==> src/rtl/img_proc_pkg.sv <==
// Shared constants, state encodings and length helpers
// for the row-buffer scheduler.
package img_proc_pkg;

  localparam int NUM_SLOTS     = 4;
  localparam int PTR_W         = 2;
  localparam int OCC_W         = PTR_W + 1;
  localparam int LEN_W         = 12;
  localparam int MAX_ROW_BYTES = 2820;
  localparam int KERNEL_DIM    = 3;
  localparam int BYTES_PER_PX  = 3;
  localparam int EDGE_BYTES    = BYTES_PER_PX * (KERNEL_DIM - 1);

  typedef enum logic {
    RX_IDLE   = 1'b0,
    RX_ACTIVE = 1'b1
  } rx_state_t;

  typedef enum logic [1:0] {
    P_IDLE  = 2'd0,
    P_RUN   = 2'd1,
    P_FLUSH = 2'd2
  } p_state_t;

  function automatic logic len_bad(
    input logic [LEN_W-1:0] len
  );
    return (len <= LEN_W'(EDGE_BYTES)) ||
           (len >  LEN_W'(MAX_ROW_BYTES));
  endfunction

  // Kernel output loses one pixel's worth of bytes at each side.
  function automatic logic [LEN_W-1:0] out_len(
    input logic [LEN_W-1:0] len
  );
    return len_bad(len) ? '0 : len - LEN_W'(EDGE_BYTES);
  endfunction

endpackage

==> src/rtl/slot_occupancy_ctr.sv <==
// Saturating count of completed rows in the buffer;
// simultaneous inc and dec cancel.
module slot_occupancy_ctr
  import img_proc_pkg::*;
(
  input  logic             clock,
  input  logic             reset,
  input  logic             inc,
  input  logic             dec,
  input  logic             clr,
  output logic [OCC_W-1:0] occ
);

  logic full;
  logic empty;

  assign full  = occ == OCC_W'(NUM_SLOTS);
  assign empty = occ == '0;

  always_ff @(posedge clock or negedge reset) begin
    if (!reset) begin
      occ <= '0;
    end else if (clr) begin
      occ <= '0;
    end else if (inc && !dec && !full) begin
      occ <= occ + 1'b1;
    end else if (dec && !inc && !empty) begin
      occ <= occ - 1'b1;
    end
  end

endmodule

==> src/rtl/row_window_sched.sv <==
// Slot sequencer for the rotating row buffer feeding
// the 3x3 kernel: rx slot grants, windows, frame flush.
module row_window_sched
  import img_proc_pkg::*;
(
  input  logic             clock,
  input  logic             reset,
  input  logic             rx_start,
  input  logic             rx_done,
  input  logic [LEN_W-1:0] rx_len,
  input  logic             frame_end,
  input  logic             proc_done,
  output logic             rx_grant,
  output logic [PTR_W-1:0] wr_slot,
  output logic             proc_start,
  output logic [PTR_W-1:0] win_top,
  output logic [PTR_W-1:0] win_mid,
  output logic [PTR_W-1:0] win_bot,
  output logic [LEN_W-1:0] proc_len,
  output logic [OCC_W-1:0] occ,
  output logic             busy,
  output logic             frame_done,
  output logic             err_len
);

  rx_state_t        rx_state;
  rx_state_t        rx_next;
  p_state_t         p_state;
  p_state_t         p_next;
  logic [PTR_W-1:0] rd_slot;
  logic [LEN_W-1:0] frame_len;
  logic             len_valid;
  logic             end_pend;
  logic             live;
  logic             flush;
  logic             row_acc;
  logic             pass_done;
  logic             room;

  assign flush     = p_state == P_FLUSH;
  assign row_acc   = (rx_state == RX_ACTIVE) && rx_done;
  assign pass_done = (p_state == P_RUN) && proc_done;
  assign room      = occ < OCC_W'(NUM_SLOTS);

  // Grant stays low until the first cycle after reset release.
  assign rx_grant = live && (rx_state == RX_IDLE) &&
                    room && !end_pend && !flush;

  assign win_top  = rd_slot;
  assign win_mid  = rd_slot + PTR_W'(1);
  assign win_bot  = rd_slot + PTR_W'(2);
  assign proc_len = out_len(frame_len);
  assign busy     = p_state != P_IDLE;

  slot_occupancy_ctr u_occ (
    .clock (clock),
    .reset (reset),
    .inc   (row_acc),
    .dec   (pass_done),
    .clr   (flush),
    .occ   (occ)
  );

  always_comb begin
    rx_next = rx_state;
    unique case (rx_state)
      RX_IDLE: begin
        if (rx_start && rx_grant) rx_next = RX_ACTIVE;
      end
      RX_ACTIVE: begin
        if (rx_done) rx_next = RX_IDLE;
      end
      default: rx_next = RX_IDLE;
    endcase
  end

  // An in-flight row must land before the frame flushes.
  always_comb begin
    p_next = p_state;
    unique case (p_state)
      P_IDLE: begin
        if (occ >= OCC_W'(KERNEL_DIM)) begin
          p_next = P_RUN;
        end else if (end_pend && rx_state == RX_IDLE) begin
          p_next = P_FLUSH;
        end
      end
      P_RUN: begin
        if (proc_done) p_next = P_IDLE;
      end
      P_FLUSH: p_next = P_IDLE;
      default: p_next = P_IDLE;
    endcase
  end

  always_ff @(posedge clock or negedge reset) begin
    if (!reset) begin
      rx_state   <= RX_IDLE;
      p_state    <= P_IDLE;
      live       <= 1'b0;
      proc_start <= 1'b0;
      frame_done <= 1'b0;
    end else begin
      rx_state   <= rx_next;
      p_state    <= p_next;
      live       <= 1'b1;
      proc_start <= (p_state == P_IDLE) &&
                    (p_next == P_RUN);
      frame_done <= flush;
    end
  end

  always_ff @(posedge clock or negedge reset) begin
    if (!reset) begin
      wr_slot <= '0;
      rd_slot <= '0;
    end else begin
      if (row_acc) wr_slot <= wr_slot + 1'b1;
      if (flush) begin
        rd_slot <= wr_slot;
      end else if (pass_done) begin
        rd_slot <= rd_slot + 1'b1;
      end
    end
  end

  always_ff @(posedge clock or negedge reset) begin
    if (!reset) begin
      end_pend <= 1'b0;
    end else if (flush) begin
      end_pend <= 1'b0;
    end else if (frame_end) begin
      end_pend <= 1'b1;
    end
  end

  // First row of a frame sets the reference length.
  always_ff @(posedge clock or negedge reset) begin
    if (!reset) begin
      frame_len <= '0;
      len_valid <= 1'b0;
      err_len   <= 1'b0;
    end else begin
      if (flush) begin
        frame_len <= '0;
        len_valid <= 1'b0;
      end else if (row_acc && !len_valid) begin
        frame_len <= rx_len;
        len_valid <= 1'b1;
      end
      if (row_acc) begin
        if (len_valid ? (rx_len != frame_len)
                      : len_bad(rx_len)) begin
          err_len <= 1'b1;
        end
      end
    end
  end

endmodule

==> config.mk <==
export PLATFORM = sky130hd
export DESIGN_NAME = row_window_sched
export DESIGN_NICKNAME = d
export VERILOG_FILES = /design/src/rtl/img_proc_pkg.sv /design/src/rtl/slot_occupancy_ctr.sv /design/src/rtl/row_window_sched.sv
export SDC_FILE = /design/constraint.sdc
export NUM_CORES = 1
export LEC_CHECK = 0
export BUFFER_PORTS_ARGS = -buffer_cell sky130_fd_sc_hd__clkbuf_2
export CAP_MARGIN = 20
export CELL_PAD_IN_SITES_DETAIL_PLACEMENT = 0
export CELL_PAD_IN_SITES_GLOBAL_PLACEMENT = 1
export CORE_MARGIN = 2
export CORE_UTILIZATION = 39
export CTS_CLUSTER_SIZE = 30
export DETAILED_ROUTE_END_ITERATION = 10
export PLACE_DENSITY_LB_ADDON = 0.05
export SETUP_SLACK_MARGIN = 0.2
export SLEW_MARGIN = 20
export SYNTH_ARGS = -nofsm -noshare
export SYNTH_HDL_FRONTEND = slang
export SYNTH_SLANG_ARGS = --single-unit
==> constraint.sdc <==
create_clock -name clock -period 2.1 [get_ports clock]
set_input_delay 0.21 -clock clock [delete_from_list [all_inputs] [get_ports clock]]
set_output_delay 0.21 -clock clock [all_outputs]
set_load 0.02 [all_outputs]
==> results.toml, run 1 <==
[yosys]
synth_enable_flop_cells = 0
async_reset_ff_frac = 1.00
syn_inst = 178
ys.flop_type = "dfrtp_1"
avgSynthCellArea_sq_um = 9.64
ys_seq_area_frac = 0.408
yosysUniqueCellTypes = 51
synth_seq_cells = 28
syn_area_sq_um = 1720
synth_warnings = 0
synth_nets = 198

[flow_run]
drv_cap = 0

[cells_and_area]
layout.cells.non_filler = 290
final_common_cell = "clkbuf_2"
fin_util = 0.542
diodes = 0
layout_common_cells = "clkbuf_2 (33), dfrtp_1 (26), buf_4 (25), nor2_1 (18), xor2_1 (17)"
final_nets = 260
area_growth_pct = 35.7
n_fill_cell = 382
drive_gt1_frac = 0.424

[critical_path]
end_kind = "output pin"
cp_max_fo = 5
critPathTopFamily = "compound AO/OA/AOI/OAI gates"
reg2reg_to = "u_occ.occ[2]"
path_cells = "ha_2, nor2b_4, o2111a_2, o22a_4, nor2_2, clkbuf_8"
critPathMaxStageDelay_ps = 410
regToRegStartpoint = "p_state[1]"
path_class = "reg2out"
worstSetupStartpoint = "frame_len[2]"
slowest_stage = "dfrtp_1"
worstPathRequired_ps = 1890
worstSetupStartpointType = "flip-flop"
worstPathArrival_ps = 1850
cp-endpoint = "proc_len[10]"
cp_num_buf_inv = 1
path_depth = 6
r2r_slack_ps = 350
rr_worst_depth = 7

[clock_tree]
clk_latency_ps = 270
cts_tree = "built"
root_buffer = "clkbuf_8"
clk_path_buf_depth = 2
cts_htree_levels = 1
path_clk_slew_ps = 90
cts_num_sinks = 28
cts-buffers-inserted = 3

[timing]
worst_pin_slew_ps = 708
setup_violations = 0
finalCritPeriodShare = 0.981
finalMaxSlewViolations = 0
skew_ps = 8.45
max_freq_ghz = 0.485
grt_setup_unrepaired = "true"
final_hold_viol_count = 0
fin_crit_ps = 2060
timing.slew.headroom = 0.528

[die]
start_util = 0.399
die-area_sq_um = 4940
design.core.area_sq_um = 4290
die_w_um = 70.3
num_io_pins = 46
die_y_um = 70.3
placement_rows = 24

[routing]
drt-total-wl_um = 4360
drt_iter0_drc = 27
ant_nets = 0
drt-wirelength-per-cell_um = 15.0
routed-wl-met2_um = 2370
route.vias.total = 1582
drt_pass1_iterations = 4
highest-signal-layer = "met4"
wl_met1_um = 1720
viasPerCell = 5.46
wl_met3_um = 190
drcViolationCount = 0

[placed_design]
port_buffers = 45
place_hpwl_um = 3090
gp_congestion = 0.826
dp.cells = 273

[grt]
grt_pass1_wl_um = 7010
grt_max_degree = 29
grt_pass1_vias = 1536
antenna_found_initial = 0
grt-ovfl-total = 0
grt.total_usage = 0.175

[min_path]
min_from = "proc_done"
hp-class = "in2reg"

[run_status]
status = "finished clean"
-- worst register-to-register path, cell delays in order, from the launching register on --
cell and delay (ps):
dfrtp_1 410, nand3b_1 220, nand2_1 120, a21oi_1 60, fa_2 380, nor3_1 200, nor3_1 70, a211oi_1 210
-- metal layers --
metal | track usage | vias to the layer above
li1 | - | 757
met1 | 0.204 | 773
met2 | 0.312 | 44
met3 | 0.0274 | 8
met4 | 0.0769 | 0
met5 | 0 | -
-- worst min-delay path by stage --
| stage | to | slack, ps | cells past startpoint |
|---|---|---|---|
| global placement | p_state[0] | 290 | 1 |
| floorplan | end_pend | -90 | 0 |
| finish | p_state[0] | 140 | 2 |
| global route | p_state[0] | 140 | 2 |
| CTS | p_state[0] | 130 | 2 |
| detailed placement | p_state[0] | 300 | 1 |
-- kinds of logic (layout without fill, tap and decap cells) --
| group | count (synthesis) | after routing | synth area share |
|---|---|---|---|
| AND/OR/NAND/NOR | 67 | 67 | 0.202 |
| AO/OA/AOI/OAI | 37 | 38 | 0.175 |
| flip-flops | 28 | 28 | 0.408 |
| XOR/XNOR | 25 | 25 | 0.132 |
| buffers and inverters | 16 | 75 | 0.0489 |
| adder cells (fa/ha/maj) | 2 | 2 | 0.0190 |
| multiplexers | 2 | 2 | 0.0124 |
| other | 1 | 1 | 0.00219 |
-- synthesized netlist by cell type (all sizes together) (2+ instances only) --
library cell	instances	area share
xnor2	8	0.045
nor2	24	0.053
a21oi	7	0.023
nand3b	2	0.0088
nand2b	2	0.0073
nand2	10	0.022
nor2b	5	0.020
nor3	8	0.030
nand3	3	0.0088
o21ai	3	0.0088
inv	5	0.011
or2	2	0.0073
buf	6	0.026
dfrtp	28	0.41
clkbuf	5	0.012
a211oi	3	0.020
nor4	4	0.015
xor2	17	0.087
a22o	12	0.061
-- cell type report --
class | instances | area (sq um) | share of cell area
Tap cell | 52 | 65.1 | 0.0280
Sequential cell | 28 | 703 | 0.302
Multi-Input combinational cell | 135 | 1040 | 0.446
Timing Repair Buffer | 67 | 460 | 0.198
Clock buffer | 3 | 41.3 | 0.0177
Inverter | 5 | 18.8 | 0.00806
-- registers in the layout (all words and copies together) (netlist names) --
register    count
p_state         2
frame_done      1
proc_start      1
wr_slot         2
end_pend        1
win_top         2
rx_state        1
u_occ.occ       3
live            1
err_len         1
len_valid       1
frame_len      12
-- per-stage QoR --
step,setup WS (ps),setup TNS (ps),instance area (sq um),hold slack [ps]
floorplan,187,0,1720,-85.6
global placement,212,0,2010,288
detailed placement,177,0,2010,299
CTS,42.9,0,2180,133
global route,-49.8,-343,2330,141
finish,39.9,0,2330,139
-- what timing repair did --
item	CTS	global route
setup endpoints to repair	13	13
endpoints found under the hold margin	1	0
hold buffers	1	0
cloned	1	0
pin swaps	5	8
buffers inserted	5	7
gates resized for setup	21	36
Power of run 1 is not shown: default switching activity piles up to over one toggle a cycle in this logic, so the estimate is an artifact.
==> run 2, diff against run 1 <==
--- a/config.mk
+++ b/config.mk
@@ -10,11 +10,11 @@
 export CELL_PAD_IN_SITES_DETAIL_PLACEMENT = 0
 export CELL_PAD_IN_SITES_GLOBAL_PLACEMENT = 1
 export CORE_MARGIN = 2
-export CORE_UTILIZATION = 39
+export CORE_UTILIZATION = 35
 export CTS_CLUSTER_SIZE = 30
 export DETAILED_ROUTE_END_ITERATION = 10
 export PLACE_DENSITY_LB_ADDON = 0.05
-export SETUP_SLACK_MARGIN = 0.2
+export SETUP_SLACK_MARGIN = 0.05
 export SLEW_MARGIN = 20
 export SYNTH_ARGS = -nofsm -noshare
 export SYNTH_HDL_FRONTEND = slang
==> constraint.sdc (replaced) <==
create_clock -name clock -period 1.81 [get_ports clock]
set_input_delay 0.181 -clock clock [delete_from_list [all_inputs] [get_ports clock]]
set_output_delay 0.181 -clock clock [all_outputs]
set_load 0.02 [all_outputs]
==> run 2 against run 1 <==
The run now ends with negative setup slack left. Utilization fell by 0.34 points. Global-route usage shrank 0.23 points. Hold slack lost 41 ps. Flip-flop and latch count stayed put. Sequential share of layout area down 2.5 points. Final cell count grew 7.9%. First-iteration DRC count up 85%. Routed wire length is 2.4% higher. Critical path type unchanged. Critical endpoint is now proc_len[7]. Largest cell class unchanged.
==> results.toml, run 2 (same netlist as run 1, synthesis figures left out) <==
[clock_tree]
cts_htree_levels = 1
path_clk_slew_ps = 100
clk_latency_ps = 270
cts-buffers-inserted = 3
cts_num_sinks = 28
clk_path_buf_depth = 2
cts_tree = "built"
root_buffer = "clkbuf_8"

[grt]
grt_pass1_wl_um = 7250
antenna_found_initial = 0
grt_pass1_vias = 1557
grt-ovfl-total = 0
grt_max_degree = 29
grt.total_usage = 0.172

[routing]
viasPerCell = 4.99
wl_met1_um = 1770
drt-total-wl_um = 4460
route.vias.total = 1561
drcViolationCount = 0
ant_nets = 0
routed-wl-met2_um = 2480
wl_met3_um = 151
drt_pass1_iterations = 4
drt-wirelength-per-cell_um = 14.3
highest-signal-layer = "met4"
drt_iter0_drc = 50

[critical_path]
path_class = "reg2out"
regToRegStartpoint = "p_state[1]"
end_kind = "output pin"
cp-endpoint = "proc_len[7]"
reg2reg_to = "u_occ.occ[2]"
worstPathArrival_ps = 1920
rr_worst_depth = 7
critPathMaxStageDelay_ps = 460
path_cells = "ha_4, nor2b_1, o2111a_1, o22a_4, buf_12, a21oi_4, buf_8"
r2r_slack_ps = 90
worstSetupStartpointType = "flip-flop"
path_depth = 7
critPathTopFamily = "compound AO/OA/AOI/OAI gates"
worstSetupStartpoint = "frame_len[2]"
cp_max_fo = 5
slowest_stage = "dfrtp_2"
worstPathRequired_ps = 1630
cp_num_buf_inv = 2

[cells_and_area]
n_fill_cell = 436
multi_input_area_sq_um = 1090
drive_gt1_frac = 0.447
fin_util = 0.539
largestRegisters = "frame_len (12), u_occ.occ (3)"
final_nets = 267
top_register = "frame_len"
seq_area_sq_um = 704
layout_common_cells = "clkbuf_2 (32), buf_4 (28), dfrtp_1 (25), xor2_1 (17), nor2_1 (16)"
final_common_cell = "clkbuf_2"
diodes = 0
area_growth_pct = 48.3
layout.cells.non_filler = 313
largest_reg_flops = 12

[timing]
timing.slew.headroom = 0.433
fin_crit_ps = 2100
final_hold_viol_count = 0
worst_pin_slew_ps = 847
max_freq_ghz = 0.476
setup_violations = 12
grt_setup_unrepaired = "true"
finalCritPeriodShare = 1.16
fin_ws_ps = -292
finalMaxSlewViolations = 0
hold_ws_ps = 98.4
skew_ps = 13.5

[placed_design]
port_buffers = 45
dp.cells = 304
gp_congestion = 0.793
dp_slack_ps = -19.0
place_hpwl_um = 3450

[flow_run]
drv_cap = 0

[die]
start_util = 0.363
die-area_sq_um = 5480
design.core.area_sq_um = 4720
num_io_pins = 46
die_y_um = 74.0
die_w_um = 74.0
placement_rows = 25

[run_status]
status = "complete, but fails checks"
violations = "negative setup slack"

[min_path]
whs_path_depth = 2
hp-class = "in2reg"
[run 2: worst min path at each step]
stage / end / slack (ps) / startpoint
finish: p_state[0] / 100 / proc_done
detailed placement: u_occ.occ[0] / 270 / reset
global route: p_state[0] / 90 / proc_done
global placement: p_state[1] / 260 / reset
CTS: p_state[0] / 110 / proc_done
floorplan: end_pend / -110 / reset
[run 2: metrics by stage]
| stage | area [sq um] | TNS, ps |
|---|---|---|
| 6_report | 2540 | -2980 |
| 5_1_grt | 2540 | -3910 |
| 4_1_cts | 2490 | -3110 |
| 3_5_place_dp | 2250 | -90.4 |
| 3_3_place_gp | 2250 | 0 |
| 2_1_floorplan | 1810 | 0 |
[run 2: what timing repair did]
| action | CTS | global route |
|---|---|---|
| gates resized for setup | 35 | 19 |
| pin swaps | 5 | 9 |
| endpoints found under the hold margin | 28 | 0 |
| buffers inserted | 2 | 1 |
| setup endpoints to repair | 14 | 15 |
| cloned | 1 | 0 |
| hold buffers | 1 | 0 |
[run 2: cell type report]
cell class / count / area share
clock buffers: 4 / 0.0177
inverters: 5 / 0.00738
multi-input cells: 134 / 0.428
flip-flops and latches: 28 / 0.277
well taps: 67 / 0.0330
repair buffers: 75 / 0.237
[run 2: per-layer routing]
| metal | track usage | vias up |
|---|---|---|
| met2 | 0.336 | 36 |
| met5 | 0 | - |
| met3 | 0.0257 | 6 |
| met1 | 0.193 | 761 |
| li1 | - | 758 |
| met4 | 0.0465 | 0 |
Power of run 2 is left out for the same reason.
